**src/rtl/bp_resolve_unit.sv**
```systemverilog
// Branch resolve unit: queues fetch predictions in order, checks them against EX outcomes,
// and drives flush/redirect and predictor updates. Optional perf counters: BP_RESOLVE_PERF_EN.
module bp_resolve_unit #(
  parameter int DEPTH    = 4,
  parameter int CNT_BITS = 32
) (
  input  logic                clk,
  input  logic                rst,
  input  logic                push_valid_i,
  input  logic [31:0]         push_pc_i,
  input  logic                push_taken_i,
  input  logic [31:0]         push_target_i,
  output logic                full_o,
  output logic                empty_o,
  input  logic                resolve_valid_i,
  input  logic                resolve_is_branch_i,
  input  logic                resolve_taken_i,
  input  logic [31:0]         resolve_target_i,
  output logic                flush_o,
  output logic [31:0]         redirect_pc_o,
  output logic                update_en_o,
  output logic [31:0]         update_pc_o,
  output logic                update_taken_o,
  output logic [31:0]         update_target_o,
  output logic                err_o,
  output logic [CNT_BITS-1:0] branch_cnt_o,
  output logic [CNT_BITS-1:0] mispredict_cnt_o
);

  localparam int AW = $clog2(DEPTH);

  logic [31:0] pc_mem     [DEPTH];
  logic        taken_mem  [DEPTH];
  logic [31:0] target_mem [DEPTH];

  logic [AW:0] wr_ptr_reg, wr_ptr_next;
  logic [AW:0] rd_ptr_reg, rd_ptr_next;

  logic        flush_reg;
  logic [31:0] redirect_pc_reg;
  logic        update_en_reg;
  logic [31:0] update_pc_reg;
  logic        update_taken_reg;
  logic [31:0] update_target_reg;
  logic        err_reg;

  logic [31:0] head_pc;
  logic        head_taken;
  logic [31:0] head_target;
  logic        resolve_fire;
  logic        mispredict;
  logic        branch_fire;
  logic        push_accept;
  logic        err_set;
  logic [31:0] redirect_pc_next;

  // Extra pointer MSB separates full (MSBs differ) from empty (pointers equal).
  assign empty_o = (wr_ptr_reg == rd_ptr_reg);
  assign full_o  = (wr_ptr_reg[AW] != rd_ptr_reg[AW]) &&
                   (wr_ptr_reg[AW-1:0] == rd_ptr_reg[AW-1:0]);

  assign head_pc     = pc_mem[rd_ptr_reg[AW-1:0]];
  assign head_taken  = taken_mem[rd_ptr_reg[AW-1:0]];
  assign head_target = target_mem[rd_ptr_reg[AW-1:0]];

  always_comb begin
    resolve_fire     = resolve_valid_i && !empty_o;
    mispredict       = 1'b0;
    branch_fire      = resolve_fire && resolve_is_branch_i;
    redirect_pc_next = head_pc + 32'd4;
    if (resolve_fire) begin
      if (resolve_is_branch_i) begin
        mispredict = (resolve_taken_i != head_taken) ||
                     (resolve_taken_i && (resolve_target_i != head_target));
      end else begin
        mispredict = head_taken;
      end
    end
    if (resolve_is_branch_i && resolve_taken_i) begin
      redirect_pc_next = resolve_target_i;
    end

    // A correct pop frees a slot this cycle; a flush makes any push wrong-path.
    push_accept = push_valid_i && !mispredict && (!full_o || resolve_fire);
    err_set     = (push_valid_i && full_o && !resolve_fire) ||
                  (resolve_valid_i && empty_o);

    rd_ptr_next = resolve_fire ? rd_ptr_reg + (AW+1)'(1) : rd_ptr_reg;
    if (mispredict) begin
      wr_ptr_next = rd_ptr_next;
    end else if (push_accept) begin
      wr_ptr_next = wr_ptr_reg + (AW+1)'(1);
    end else begin
      wr_ptr_next = wr_ptr_reg;
    end
  end

  always_ff @(posedge clk) begin
    if (push_accept) begin
      pc_mem[wr_ptr_reg[AW-1:0]]     <= push_pc_i;
      taken_mem[wr_ptr_reg[AW-1:0]]  <= push_taken_i;
      target_mem[wr_ptr_reg[AW-1:0]] <= push_target_i;
    end
  end

  always_ff @(posedge clk) begin
    if (rst) begin
      wr_ptr_reg        <= '0;
      rd_ptr_reg        <= '0;
      flush_reg         <= 1'b0;
      redirect_pc_reg   <= '0;
      update_en_reg     <= 1'b0;
      update_pc_reg     <= '0;
      update_taken_reg  <= 1'b0;
      update_target_reg <= '0;
      err_reg           <= 1'b0;
    end else begin
      wr_ptr_reg    <= wr_ptr_next;
      rd_ptr_reg    <= rd_ptr_next;
      flush_reg     <= mispredict;
      update_en_reg <= branch_fire;
      if (mispredict) begin
        redirect_pc_reg <= redirect_pc_next;
      end
      if (branch_fire) begin
        update_pc_reg     <= head_pc;
        update_taken_reg  <= resolve_taken_i;
        update_target_reg <= resolve_target_i;
      end
      if (err_set) begin
        err_reg <= 1'b1;
      end
    end
  end

  assign flush_o         = flush_reg;
  assign redirect_pc_o   = redirect_pc_reg;
  assign update_en_o     = update_en_reg;
  assign update_pc_o     = update_pc_reg;
  assign update_taken_o  = update_taken_reg;
  assign update_target_o = update_target_reg;
  assign err_o           = err_reg;

`ifdef BP_RESOLVE_PERF_EN
  logic [CNT_BITS-1:0] branch_cnt_reg;
  logic [CNT_BITS-1:0] mispredict_cnt_reg;

  // Saturating counters: they stop at all-ones rather than wrapping.
  always_ff @(posedge clk) begin
    if (rst) begin
      branch_cnt_reg     <= '0;
      mispredict_cnt_reg <= '0;
    end else begin
      if (branch_fire && (branch_cnt_reg != '1)) begin
        branch_cnt_reg <= branch_cnt_reg + CNT_BITS'(1);
      end
      if (mispredict && (mispredict_cnt_reg != '1)) begin
        mispredict_cnt_reg <= mispredict_cnt_reg + CNT_BITS'(1);
      end
    end
  end

  assign branch_cnt_o     = branch_cnt_reg;
  assign mispredict_cnt_o = mispredict_cnt_reg;
`else
  assign branch_cnt_o     = '0;
  assign mispredict_cnt_o = '0;
`endif

endmodule

```
**config.mk**
```make
export PLATFORM = sky130hd
export DESIGN_NAME = bp_resolve_unit
export DESIGN_NICKNAME = d
export VERILOG_FILES = /design/src/rtl/bp_resolve_unit.sv
export SDC_FILE = /design/constraint.sdc
export NUM_CORES = 1
export LEC_CHECK = 0
export BUFFER_PORTS_ARGS = -buffer_cell sky130_fd_sc_hd__buf_2
export CORE_MARGIN = 10
export CORE_UTILIZATION = 60
export CTS_CLUSTER_DIAMETER = 80
export DETAILED_ROUTE_END_ITERATION = 10
export PLACE_DENSITY = 0.85
export REMOVE_ABC_BUFFERS = 1
export SYNTH_ARGS = -nofsm -noshare
export SYNTH_HDL_FRONTEND = slang
export SYNTH_SLANG_ARGS = --single-unit
```
**constraint.sdc**
```tcl
create_clock -name clk -period 14.28 [get_ports clk]
set_clock_uncertainty 0.1 [all_clocks]
set_input_delay 0.714 -clock clk [delete_from_list [all_inputs] [get_ports clk]]
set_output_delay 0.714 -clock clk [all_outputs]
set_load 0.05 [all_outputs]
```
==> results, run 1 <==
- The flow ran to the end, and the final reports show no timing, DRC or antenna violations.
- TritonCTS built the clock tree.
- The reported leakage power is between 0.006 and 0.007 µW.
- The fmax is roughly 0.17 GHz.
- Summed over all nets, the half-perimeter wirelength after detailed placement is 25.1 mm.
- The antenna violation net count after detailed routing is 0.
- In this run the post-CTS setup repair buffer count came out at 0.
- Entering global routing, the biggest net connects 92 pins.
- The initial core utilization is 0.611.
- The root buffer cell chosen for the clock tree is clkbuf_16.
- At the pin with the least slew margin, the transition time is 1.19 ns.
- After detailed routing, the number of remaining DRC violations is 0.
- For flop-to-flop paths, the worst setup slack is 8.36 ns.
- The final count of pins violating max slew came to 0.
- The origin of the worst min-delay path is push_target_i[18].
- The clock passes through at most 3 buffers.
- The share of synthesized flip-flops with an asynchronous set or reset is 0.
- The startpoint of the lowest-slack register-to-register path is rd_ptr_reg[0]$_SDFF_PP0_.
- The synthesized design contains 260 enable-type register cells.
- The shortest period the worst path allows is 5.92 ns.
- Hold timing on the final database bottoms out at a slack of 0.312 ns.
- The number of global-route vias before repair is 9,952.
- Synthesis inferred 366 register bits.
- The height of the die is 180 µm.
- Of all nets on the critical path, the largest fanout is 57.
- The count of input and output buffers is roughly 200.
- The peak supply drop is 0.142 mV.
- The mean area per synthesized cell is 13.8 µm².
- The die outline area is 32,500 µm².
- During synthesis, Yosys emitted a total of 0 warnings.
- During I/O placement, the number of pins put on the boundary was 269.
- The region available for standard cell placement spans 25,300 µm².
- Clock latency on the worst-skew pair, taken at its later pin, is 0.52 ns.
- The worst-case reg-to-reg path depth is 10.
- The clock transition time at the flip-flop clock pins of the worst setup and hold paths is 0.06 ns.
- In this run the cell area of the synthesized design comes to roughly 15,000 µm².
- In this run the core area contains slightly below 60 standard-cell rows.
- Setup repair after global routing left no endpoint under its margin.
- After detailed routing, the total wire length is about 39 mm.
- The number of failing hold endpoints at the final stage is 0.
- The post-route core utilization is 0.705.
- Of the available clock period, the critical path in the final layout requires 0.414.
- The critical register-to-register path endpoint is target_mem[0][0]$_DFFE_PP_.
- Clock tree synthesis found a total of about 370 sinks.
- The cell count after synthesis is about 1,100.
- The number of antenna violations at the first check in global routing is 16.
- The congestion estimate from routability-driven global placement came to 0.842.
- The post-detailed-route wirelength per cell is 22.9 µm.
- The die span in x is 180 µm.
- The required arrival time at the worst endpoint is 14.32 ns.
- The critical path in this run is classified as flip-flop to flip-flop.
- The overall overflow remaining after global route is 0.
- The number of buffers created by CTS is 38.
- The relative slew slack is 0.195.
- The number of instances resized during post-cts repair is 0.
- For this run, the post-layout net count is 1,425.
- The first-pass GRT wire length is 58.4 mm.
- Setup violations remaining at the end of the flow were counted as 0.
- The power per cell area is 203 nW/µm².
- The number of stages on the worst hold path is 1.
- The ratio of cells with drive above 1 in the final layout is 0.258.
- The register area share after synthesis is 0.644.
- The detailed router finished its first iteration with 919 violations.
- For the worst setup path, the data arrival time is 5.95 ns.
- The tightest min-delay check is of the input port to flip-flop type.
- The H-tree was split into 2 levels.
- The routed layout has 9,780 vias.
- The kind of end point of the critical path is a flip-flop.
- The growth of design area from synthesis to finish is 15.4%.
- The first-pass detailed-route iteration total is 8.
- In this run, post-CTS hold repair placed 0 buffers.
- In the final timing run, aggregate negative setup slack is 0 ns.
- The sink of the worst hold path is target_mem[0][18]$_DFFE_PP_.
- The max-capacitance violation count is 0.
- For this run, the leading register cell type out of synthesis is edfxtp_1.
- The number of vias per cell is 5.79.
- The count of distinct cell types in the synthesized netlist is 50.
- The worst setup path is launched from a flip-flop.
- Across every metal layer, demand over resource in global routing totals 0.228.
-- layout make-up --
cell class / instances / area [µm²]
well taps: 330 / 413
repair buffers: 217 / 1120
flip-flops and latches: 366 / 9930
diodes: 13 / 32.5
multi-input cells: 681 / 4870
fillers: 1672 / 7460
inverters: 12 / 45.0
clock inverters: 20 / 274
clock buffers: 50 / 1100
-- layout by cell type (no fill, tap or decap), types with 8 or more instances in the layout --
cell,instances
edfxtp_1,260
dfxtp_1,104
nand2_1,159
xor2_1,24
inv_1,12
mux2i_1,54
a211o_1,16
nand4_1,18
buf_4,14
mux2_1,8
nand2b_1,27
buf_2,203
conb_1,64
nor2_1,56
o21ai_0,13
xnor2_1,41
clkinv_2,8
mux4_2,52
a21oi_1,73
clkbuf_16,42
diode_2,13
nand3_1,14
-- per-layer routing --
metal / track usage / routed length, µm
met5: 0 / 37
met4: 0.0869 / 906
met3: 0.0749 / 4170
met2: 0.368 / 19300
met1: 0.281 / 14300
-- report_power, final --
part | internal, µW | switching (µW) | total (µW)
Clock | 670 | 398 | 1070
Combinational | 360 | 770 | 1130
Sequential | 1350 | 70.8 | 1420
Total | 2380 | 1240 | 3610
-- Yosys cell counts, drive strengths merged (16+ instances only) --
cell      n  share of area
mux4     52          0.076
xor2     24          0.014
buf      95          0.047
xnor2    41          0.023
clkbuf   30         0.0073
a211o    16         0.0091
a21oi    73          0.024
mux2i    54          0.035
nand4    18         0.0073
edfxtp  260           0.51
nand2b   27          0.011
nor2     57          0.014
dfxtp   106           0.14
nand2   161          0.039
-- critical path, cell delays in order (launching register included) --
cell and delay [ns]:
dfxtp_4 0.33, buf_4 0.66, buf_4 0.70, mux4_2 0.59, xor2_1 0.17, nor4_2 0.27, nand2_1 0.13, nor4_1 0.27
a21o_2 0.55, nor3b_2 0.77, buf_4 0.80
-- worst max-delay path by stage --
stage | cells past startpoint | start | to | slack, ns
floorplan | 7 | rd_ptr_reg[0]$_SDFF_PP0_ | pc_mem[0][0]$_DFFE_PP_ | 3.09
global placement | 10 | rd_ptr_reg[0]$_SDFF_PP0_ | pc_mem[2][5]$_DFFE_PP_ | 8.47
detailed placement | 10 | rd_ptr_reg[0]$_SDFF_PP0_ | pc_mem[2][5]$_DFFE_PP_ | 8.38
CTS | 10 | rd_ptr_reg[0]$_SDFF_PP0_ | pc_mem[2][5]$_DFFE_PP_ | 8.30
global route | 10 | rd_ptr_reg[0]$_SDFF_PP0_ | pc_mem[2][5]$_DFFE_PP_ | 8.00
finish | 10 | rd_ptr_reg[0]$_SDFF_PP0_ | target_mem[0][0]$_DFFE_PP_ | 8.36
-- cells by family after synthesis --
| family | Yosys count | synth area share |
|---|---|---|
| DFF | 366 | 0.644 |
| xor gates and xnor gates | 65 | 0.0369 |
| muxes | 116 | 0.118 |
| and+or+nand+nor | 309 | 0.0908 |
| AOI/OAI and AO/OA | 121 | 0.0474 |
| buffers and inverters | 137 | 0.0577 |
| other | 1 | 0.000243 |
| adders and majority gates | 6 | 0.00487 |
-- stage by stage --
stage | instance area (µm²) | setup slack (ns) | total power, µW | std cells
5_1_grt | 17800 | 8.00 | 3760 | 1684
3_3_place_gp | 16400 | 8.47 | 2520 | 1606
3_5_place_dp | 16400 | 8.38 | 2550 | 1606
6_report | 17800 | 8.36 | 3610 | 1689
2_1_floorplan | 14800 | 3.09 | 2280 | 1059
4_1_cts | 17800 | 8.30 | 3620 | 1676
No activity file was read; power rests on OpenSTA's default activity.
==> run 2, diff against run 1 <==
--- a/config.mk
+++ b/config.mk
@@ -7,10 +7,10 @@
 export LEC_CHECK = 0
 export BUFFER_PORTS_ARGS = -buffer_cell sky130_fd_sc_hd__buf_2
 export CORE_MARGIN = 10
-export CORE_UTILIZATION = 60
+export CORE_UTILIZATION = 56
 export CTS_CLUSTER_DIAMETER = 80
 export DETAILED_ROUTE_END_ITERATION = 10
-export PLACE_DENSITY = 0.85
+export PLACE_DENSITY = 0.8
 export REMOVE_ABC_BUFFERS = 1
 export SYNTH_ARGS = -nofsm -noshare
 export SYNTH_HDL_FRONTEND = slang
==> constraint.sdc (replaced) <==
create_clock -name clk -period 6.1 [get_ports clk]
set_clock_uncertainty 0.1 [all_clocks]
set_input_delay 0.305 -clock clk [delete_from_list [all_inputs] [get_ports clk]]
set_output_delay 0.305 -clock clk [all_outputs]
set_load 0.05 [all_outputs]
==> results, run 2 (same netlist as run 1, synthesis figures left out) <==
- The flow ran to the end, and the final reports show no timing, DRC or antenna violations.
- The total length of routed wires is 39.6 mm (+2.1%).
- From synthesis to final layout, the design area changed by 20.5%.
- The antenna violation net count after detailed routing is 0 (unchanged).
- The overall overflow remaining after global route is 0 (unchanged).
- The root buffer selected by CTS is clkbuf_16.
- The setup-violating endpoint count in the final report is 0 (unchanged).
- The count of input and output buffers came to 204 (unchanged).
- The first-pass GRT wire length is 59.8 mm (+2.3%).
- The number of buffers created by CTS came to 37 (-2.6%).
- The post-detailed-route wirelength per cell is 22.2 µm (-3.4%).
- The reported leakage power is 0.00702 µW (+4.8%).
- The final worst-path setup slack is 1.52 ns (-6.84 ns).
- The overall global routing resource usage came to 0.225 (-0.00276).
- Traced cell by cell, the critical path runs through buf_4 > mux4_2 > xnor2_1 > nand4_1 > a2111oi_1 > a21o_2 > nor2b_4 > buf_4.
- The maximum fanout along the worst path is 32 (-44%).
- The number of placed cells counting well taps is 1,620 (+0.87%).
- The initial core utilization is 0.571 (-0.0400).
- The number of vias per cell is 5.60 (-3.3%).
- The fmax is 0.219 GHz (+29%).
- The max-capacitance violation count came to 0 (unchanged).
- The first-pass detailed-route iteration total is 7 (-1).
- The placement row count is 60 (+3.4%).
- The clock transition time at the flip-flop clock pins of the worst setup and hold paths was 0.06 ns (about the same).
- The CTS tree is built.
- The number of failing hold endpoints at the final stage is 0 (unchanged).
- The category of the critical setup timing path is flip-flop to flip-flop.
- The maximum count of clock buffers along a single path was 3 (unchanged).
- The quantity of hold-fixing buffers added after cts is 91 (+91).
- The number of instances resized during post-cts repair is 0 (unchanged).
- The height of the die came to 186 µm (+3.1%).
- The net count of the finished layout came to 1,519 (+6.6%).
- The actual slew at the worst max-slew pin came to 1.21 ns (+0.0141 ns).
- The ratio of final minimum period to clock period came to 0.750 (+0.336).
- Setup repair after global routing left no endpoint under its margin.
- The startpoint type of the worst setup path is a flip-flop.
- The placeable core area is 27,000 µm² (+7.0%).
- The die span in x came to 186 µm (+3.1%).
- The minimum setup slack after placement is 1.49 ns (-6.89 ns).
- The final RePlAce weighted congestion is 0.871 (+3.4%).
- The detailed placer's ending HPWL was 25.8 mm (+2.5%).
- In the layout the commonest cells are edfxtp_1, buf_2, nand2_1.
- The power per cell area is 445 nW/µm² (+120%).
- The number of vias after detailed routing is 10,000 (+2.3%).
- The required arrival time at the worst endpoint was 6.19 ns (-8.13 ns).
- The number of global-route vias before repair is 10,300 (+3.9%).
- The clock network latency to the later pin of the worst-skew pair came to 0.53 ns (about the same).
- The H-tree depth is 2 (unchanged).
- The pin count of the biggest net entering global routing is 76 (-17%).
- The relative slew slack is 0.193 (-0.00226).
- The number of antenna violations at the first check in global routing is 5 (-11).
- The peak supply drop is 0.296 mV (+110%).
- The remaining routing DRC violations is 0 (unchanged).
- The iteration-0 DRC count of the detailed router was 869 (-5.4%).
- The shortest period the worst path allows is 4.58 ns (-1.34 ns).
- The final count of pins violating max slew was 0 (unchanged).
- The most common cell after layout, fill and taps aside is edfxtp_1.
- The number of top-level pins is 269 (unchanged).
- The critical path data arrival time is 4.66 ns (-1.29 ns).
- The delay of the slowest critical-path stage came to 0.79 ns (about the same).
- The slowest stage of the critical path belongs to the cell nor2b_4.
- The worst hold path class is input port to flip-flop.
- The cell occurring most often along the worst timing path is buf_4.
- The clock sink count came to 366 (unchanged).
- The die outline area is 34,600 µm² (+6.3%).
- The number of fillers in the final layout is 1,799 (+7.6%).
- The ratio of cells with drive above 1 in the final layout is 0.240 (-0.0181).
- The final non-filler cell total is 1,786 (+5.7%).
- The buffers inserted during post-CTS setup optimization came to 0 (unchanged).
- The kind of end point of the critical path is a flip-flop.
-- run 2: cell types whose count changed in the layout (fill, tap and decap cells not counted), sizes merged --
cell         previous run  this run
dlygate4sd3             0        92
clkinv                 13         6
diode                  13         6
clkbuf                 50        56
bufinv                  7         2
buf                   217       220
inv                    12        15
clkinvlp                0         1
-- run 2: final timing paths --
path         depth (start not counted)                         from  slack, ns                               end
max                                  8     rd_ptr_reg[0]$_SDFF_PP0_       1.52           pc_mem[3][14]$_DFFE_PP_
min reg2reg                          2  update_pc_o[8]$_SDFFE_PP0P_       0.35       update_pc_o[8]$_SDFFE_PP0P_
min                                  3         resolve_target_i[15]       0.02  update_target_o[15]$_SDFFE_PP0P_
max reg2reg                          8     rd_ptr_reg[0]$_SDFF_PP0_       1.52           pc_mem[3][14]$_DFFE_PP_
-- run 2: layout make-up --
| class | instances | area, µm² | share of cell area |
|---|---|---|---|
| timing repair buffer | 312 | 2060 | 0.111 |
| antenna | 6 | 15.0 | 0.000808 |
| tap | 341 | 427 | 0.0230 |
| inverter | 12 | 45.0 | 0.00242 |
| sequential | 366 | 9940 | 0.535 |
| multi-input combinational | 681 | 4870 | 0.262 |
| clock inverter | 12 | 120 | 0.00646 |
| clock buffer | 56 | 1100 | 0.0593 |
-- run 2: critical path: cells and delay by family, from the launching register on --
family	cells	cell delay [ns]
AND/OR/NAND/NOR	2	0.94
buffers and inverters	2	0.86
AO/OA/AOI/OAI	2	0.79
flip-flops	1	0.78
multiplexers	1	0.54
XOR/XNOR	1	0.20
-- run 2: routing by layer --
| layer | vias up | global-route usage | wire length, µm |
|---|---|---|---|
| li1 | 4525 | - | - |
| met1 | 4922 | 0.281 | 15300 |
| met2 | 490 | 0.384 | 19700 |
| met3 | 65 | 0.0513 | 3600 |
| met4 | 0 | 0.0668 | 893 |
| met5 | - | 0 | 0 |
-- run 2: report_power, final --
group	switching [µW]	total, µW	internal (µW)	leakage [µW]
logic	1750	2640	888	0.00318
clock network	920	2260	1340	0.000599
registers	223	3370	3150	0.00324
total	2890	8270	5380	0.00702
-- run 2: metrics by stage --
stage               setup TNS (ns)  utilization  instance area, µm²  hold slack (ns)  total power, µW
floorplan                 -1053.01            -               14800            0.274             5330
global placement                 0        0.608               16400            0.338             5920
detailed placement               0        0.608               16400            0.344             5990
CTS                              0        0.687               18600        0.0000108             8300
global route                     0        0.687               18600          0.00162             8620
finish                           0        0.688               18600           0.0170             8270
==> run 3, diff against run 2 <==
==> constraint.sdc (replaced) <==
create_clock -name clk -period 4.8 [get_ports clk]
set_clock_uncertainty 0.1 [all_clocks]
set_input_delay 0.24 -clock clk [delete_from_list [all_inputs] [get_ports clk]]
set_output_delay 0.24 -clock clk [all_outputs]
set_load 0.05 [all_outputs]
==> results, run 3 (same netlist as run 1, synthesis figures left out) <==
- The flow ran to the end, and the final reports show no timing, DRC or antenna violations.
- The initial core utilization is 0.571 (unchanged).
- The placeable core area was 27,000 µm² (unchanged).
- The first-pass GRT wire length came to 59.0 mm (-1.3%).
- TritonCTS built the clock tree.
- The worst hold path class is input port to flip-flop.
- The count of input and output buffers is 204 (unchanged).
- The clock transition time at the flip-flop clock pins of the worst setup and hold paths is 0.06 ns (about the same).
- The clock sink count is 366 (unchanged).
- The setup-violating endpoint count in the final report came to 0 (unchanged).
- The number of failing hold endpoints at the final stage is 0 (unchanged).
- Leaving out fill and tap cells, the most frequent cell in the layout is edfxtp_1.
- The total length of routed wires is 39.6 mm (+0.19%).
- The shortest period the worst path allows is 4.02 ns (-0.561 ns).
- The overall overflow remaining after global route is 0 (unchanged).
- The required arrival time at the worst endpoint was 4.84 ns (-1.35 ns).
- The maximum count of clock buffers along a single path came to 3 (unchanged).
- The ratio of final minimum period to clock period is 0.837 (+0.0864).
- For this design, the slowest cell found on the critical path is dfxtp_4.
- The met1 wire length was 15.5 mm (+1.2%).
- The die outline area was 34,600 µm² (unchanged).
- The number of global-route vias before repair is 10,100 (-2.3%).
- The relative slew slack is 0.167 (-0.0257).
- The final RePlAce weighted congestion is 0.848 (-2.6%).
- The first-pass detailed-route iteration total is 5 (-2).
- The overall global routing resource usage is 0.222 (-0.00382).
- The power per cell area is 555 nW/µm² (+25%).
- The number of buffers created by CTS is 36 (-2.7%).
- Traced cell by cell, the critical path runs through buf_12 > mux4_2 > xnor2_1 > nand4_1 > nor4_1 > a21o_2 > nor3b_2 > buf_4.
- The post-route worst hold slack is 0.0159 ns (-0.00115 ns).
- The logic gate share of total power is 0.330 (+0.011).
- The worst setup path is launched from a flip-flop.
- The ratio of cells with drive above 1 in the final layout was 0.236 (-0.00344).
- The actual slew at the worst max-slew pin is 1.23 ns (+0.0273 ns).
- The share of power burned in registers came to 0.413 (+0.005).
- The clock network fraction of total power is 0.257 (-0.016).
- The net switching power figure is 3630 µW (+26%).
- The critical path in this run is classified as flip-flop to flip-flop.
- The reported leakage power came to 0.00701 µW (-0.14%).
- The number of instances resized during post-cts repair is 0 (unchanged).
- The placement row count is 60 (unchanged).
- The number of vias after detailed routing is 10,200 (+2.0%).
- The worst setup path is captured at a flip-flop.
- The critical path data arrival time came to 4.05 ns (-0.61 ns).
- The post-route core utilization is 0.688 (about the same).
- The post-detailed-route wirelength per cell came to 22.2 µm (about the same).
- The highest layer used for signal routing is met5.
- The clock network latency to the later pin of the worst-skew pair is 0.51 ns (-0.02 ns).
- The minimum setup slack after placement is 0.769 ns (-0.720 ns).
- The final count of pins violating max slew is 0 (unchanged).
- The delay of the slowest critical-path stage is 0.71 ns (-0.08 ns).
- The remaining routing DRC violations is 0 (unchanged).
- The iteration-0 DRC count of the detailed router came to 1,049 (+21%).
- The antenna violation net count after detailed routing was 0 (unchanged).
- The max-capacitance violation count came to 0 (unchanged).
- The switching share of power is 0.352 (+0.00225).
- The H-tree depth is 2 (unchanged).
- The internal power component is 6680 µW (+24%).
- The final worst-path setup slack is 0.785 ns (-0.739 ns).
- The die span in x is 186 µm (unchanged).
- The growth of design area from synthesis to finish is 20.5% (about the same).
- The number of vias per cell is 5.70 (+1.8%).
- The number of antenna violations at the first check in global routing is 7 (+2).
- The peak supply drop is 0.435 mV (+47%).
- The fmax is 0.249 GHz (+14%).
- The height of the die came to 186 µm (unchanged).
- The total length of routed met2 wires is 19.6 mm (-0.71%).
- The buffers inserted during post-CTS setup optimization is 0 (unchanged).
- The maximum fanout along the worst path is 39 (+22%).
- The detailed placer's ending HPWL is 26.1 mm (+1.5%).
- Setup repair after global routing left no endpoint under its margin.
- The root buffer cell chosen for the clock tree is clkbuf_16.
- The routed length on met3 is 3.75 mm (+4.3%).
- The number of top-level pins is 269 (unchanged).
- The pin count of the biggest net entering global routing was 66 (-13%).
- The library cells used most frequently in the layout, excluding fill and tap cells, are edfxtp_1, buf_2, nand2_1.
- The net count of the finished layout came to 1,526 (+0.46%).
run 3: changes by cell type in the layout (fill, tap and decap cells not counted), sizes merged:
| cell | before | now |
|---|---|---|
| clkbuf | 56 | 57 |
| clkinvlp | 1 | 0 |
| bufinv | 2 | 0 |
| clkinv | 6 | 7 |
| dlygate4sd3 | 92 | 97 |
| inv | 15 | 12 |
| diode | 6 | 5 |
| buf | 220 | 223 |
run 3: routing by layer:
metal / vias up / GRT usage
met5: - / 0
met4: 2 / 0.0551
met3: 67 / 0.0448
met2: 533 / 0.373
met1: 5055 / 0.288
li1: 4541 / -
run 3: repair_timing:
| action | 4_1_cts | 5_1_grt |
|---|---|---|
| hold buffers | 97 | 0 |
| setup endpoints to repair | 0 | 0 |
| hold endpoints to repair | 292 | 0 |
run 3: per-stage QoR:
stage,TNS (ns),area (µm²),power [µW],std cells
5_1_grt,0,18600,10700,1788
6_report,0,18600,10300,1789
2_1_floorplan,-1468.46,14800,6770,1059
3_5_place_dp,0,16500,7640,1623
3_3_place_gp,0,16500,7570,1623
4_1_cts,0,18600,10300,1784
run 3: final cells by class:
type / instances / area (µm²)
Multi-Input combinational cell: 681 / 4870
Timing Repair Buffer: 320 / 2190
Antenna cell: 5 / 12.5
Inverter: 12 / 45.0
Clock inverter: 7 / 35.0
Fill cell: 1806 / 8440
Tap cell: 341 / 427
Clock buffer: 57 / 1070
Sequential cell: 366 / 9940
run 3: worst max-delay path: cells and delay by family, from the launching register on:
| family | cells | cell delay [ns] |
|---|---|---|
| AOI/OAI and AO/OA | 1 | 0.38 |
| xor gates and xnor gates | 1 | 0.20 |
| buffers and inverters | 2 | 0.84 |
| DFF | 1 | 0.71 |
| muxes | 1 | 0.55 |
| and+or+nand+nor | 3 | 0.78 |
run 3: power by group through the flow:
stage	Combinational (µW)	Clock [µW]	Sequential, µW
after floorplan	1780	0	4990
after global placement	3280	0	4290
after detailed placement	3320	0	4320
after CTS	3410	2680	4260
after global routing	3620	2810	4310
final	3410	2650	4260
run 3: final timing paths:
| kind | startpoint | to | slack (ns) | cells after the start |
|---|---|---|---|---|
| setup reg to reg | rd_ptr_reg[0]$_SDFF_PP0_ | pc_mem[2][28]$_DFFE_PP_ | 0.78 | 8 |
| hold / removal | resolve_valid_i | rd_ptr_reg[1]$_SDFF_PP0_ | 0.02 | 4 |
| setup / recovery | rd_ptr_reg[0]$_SDFF_PP0_ | pc_mem[2][28]$_DFFE_PP_ | 0.78 | 8 |
| hold reg to reg | update_pc_o[16]$_SDFFE_PP0P_ | update_pc_o[16]$_SDFFE_PP0P_ | 0.35 | 2 |
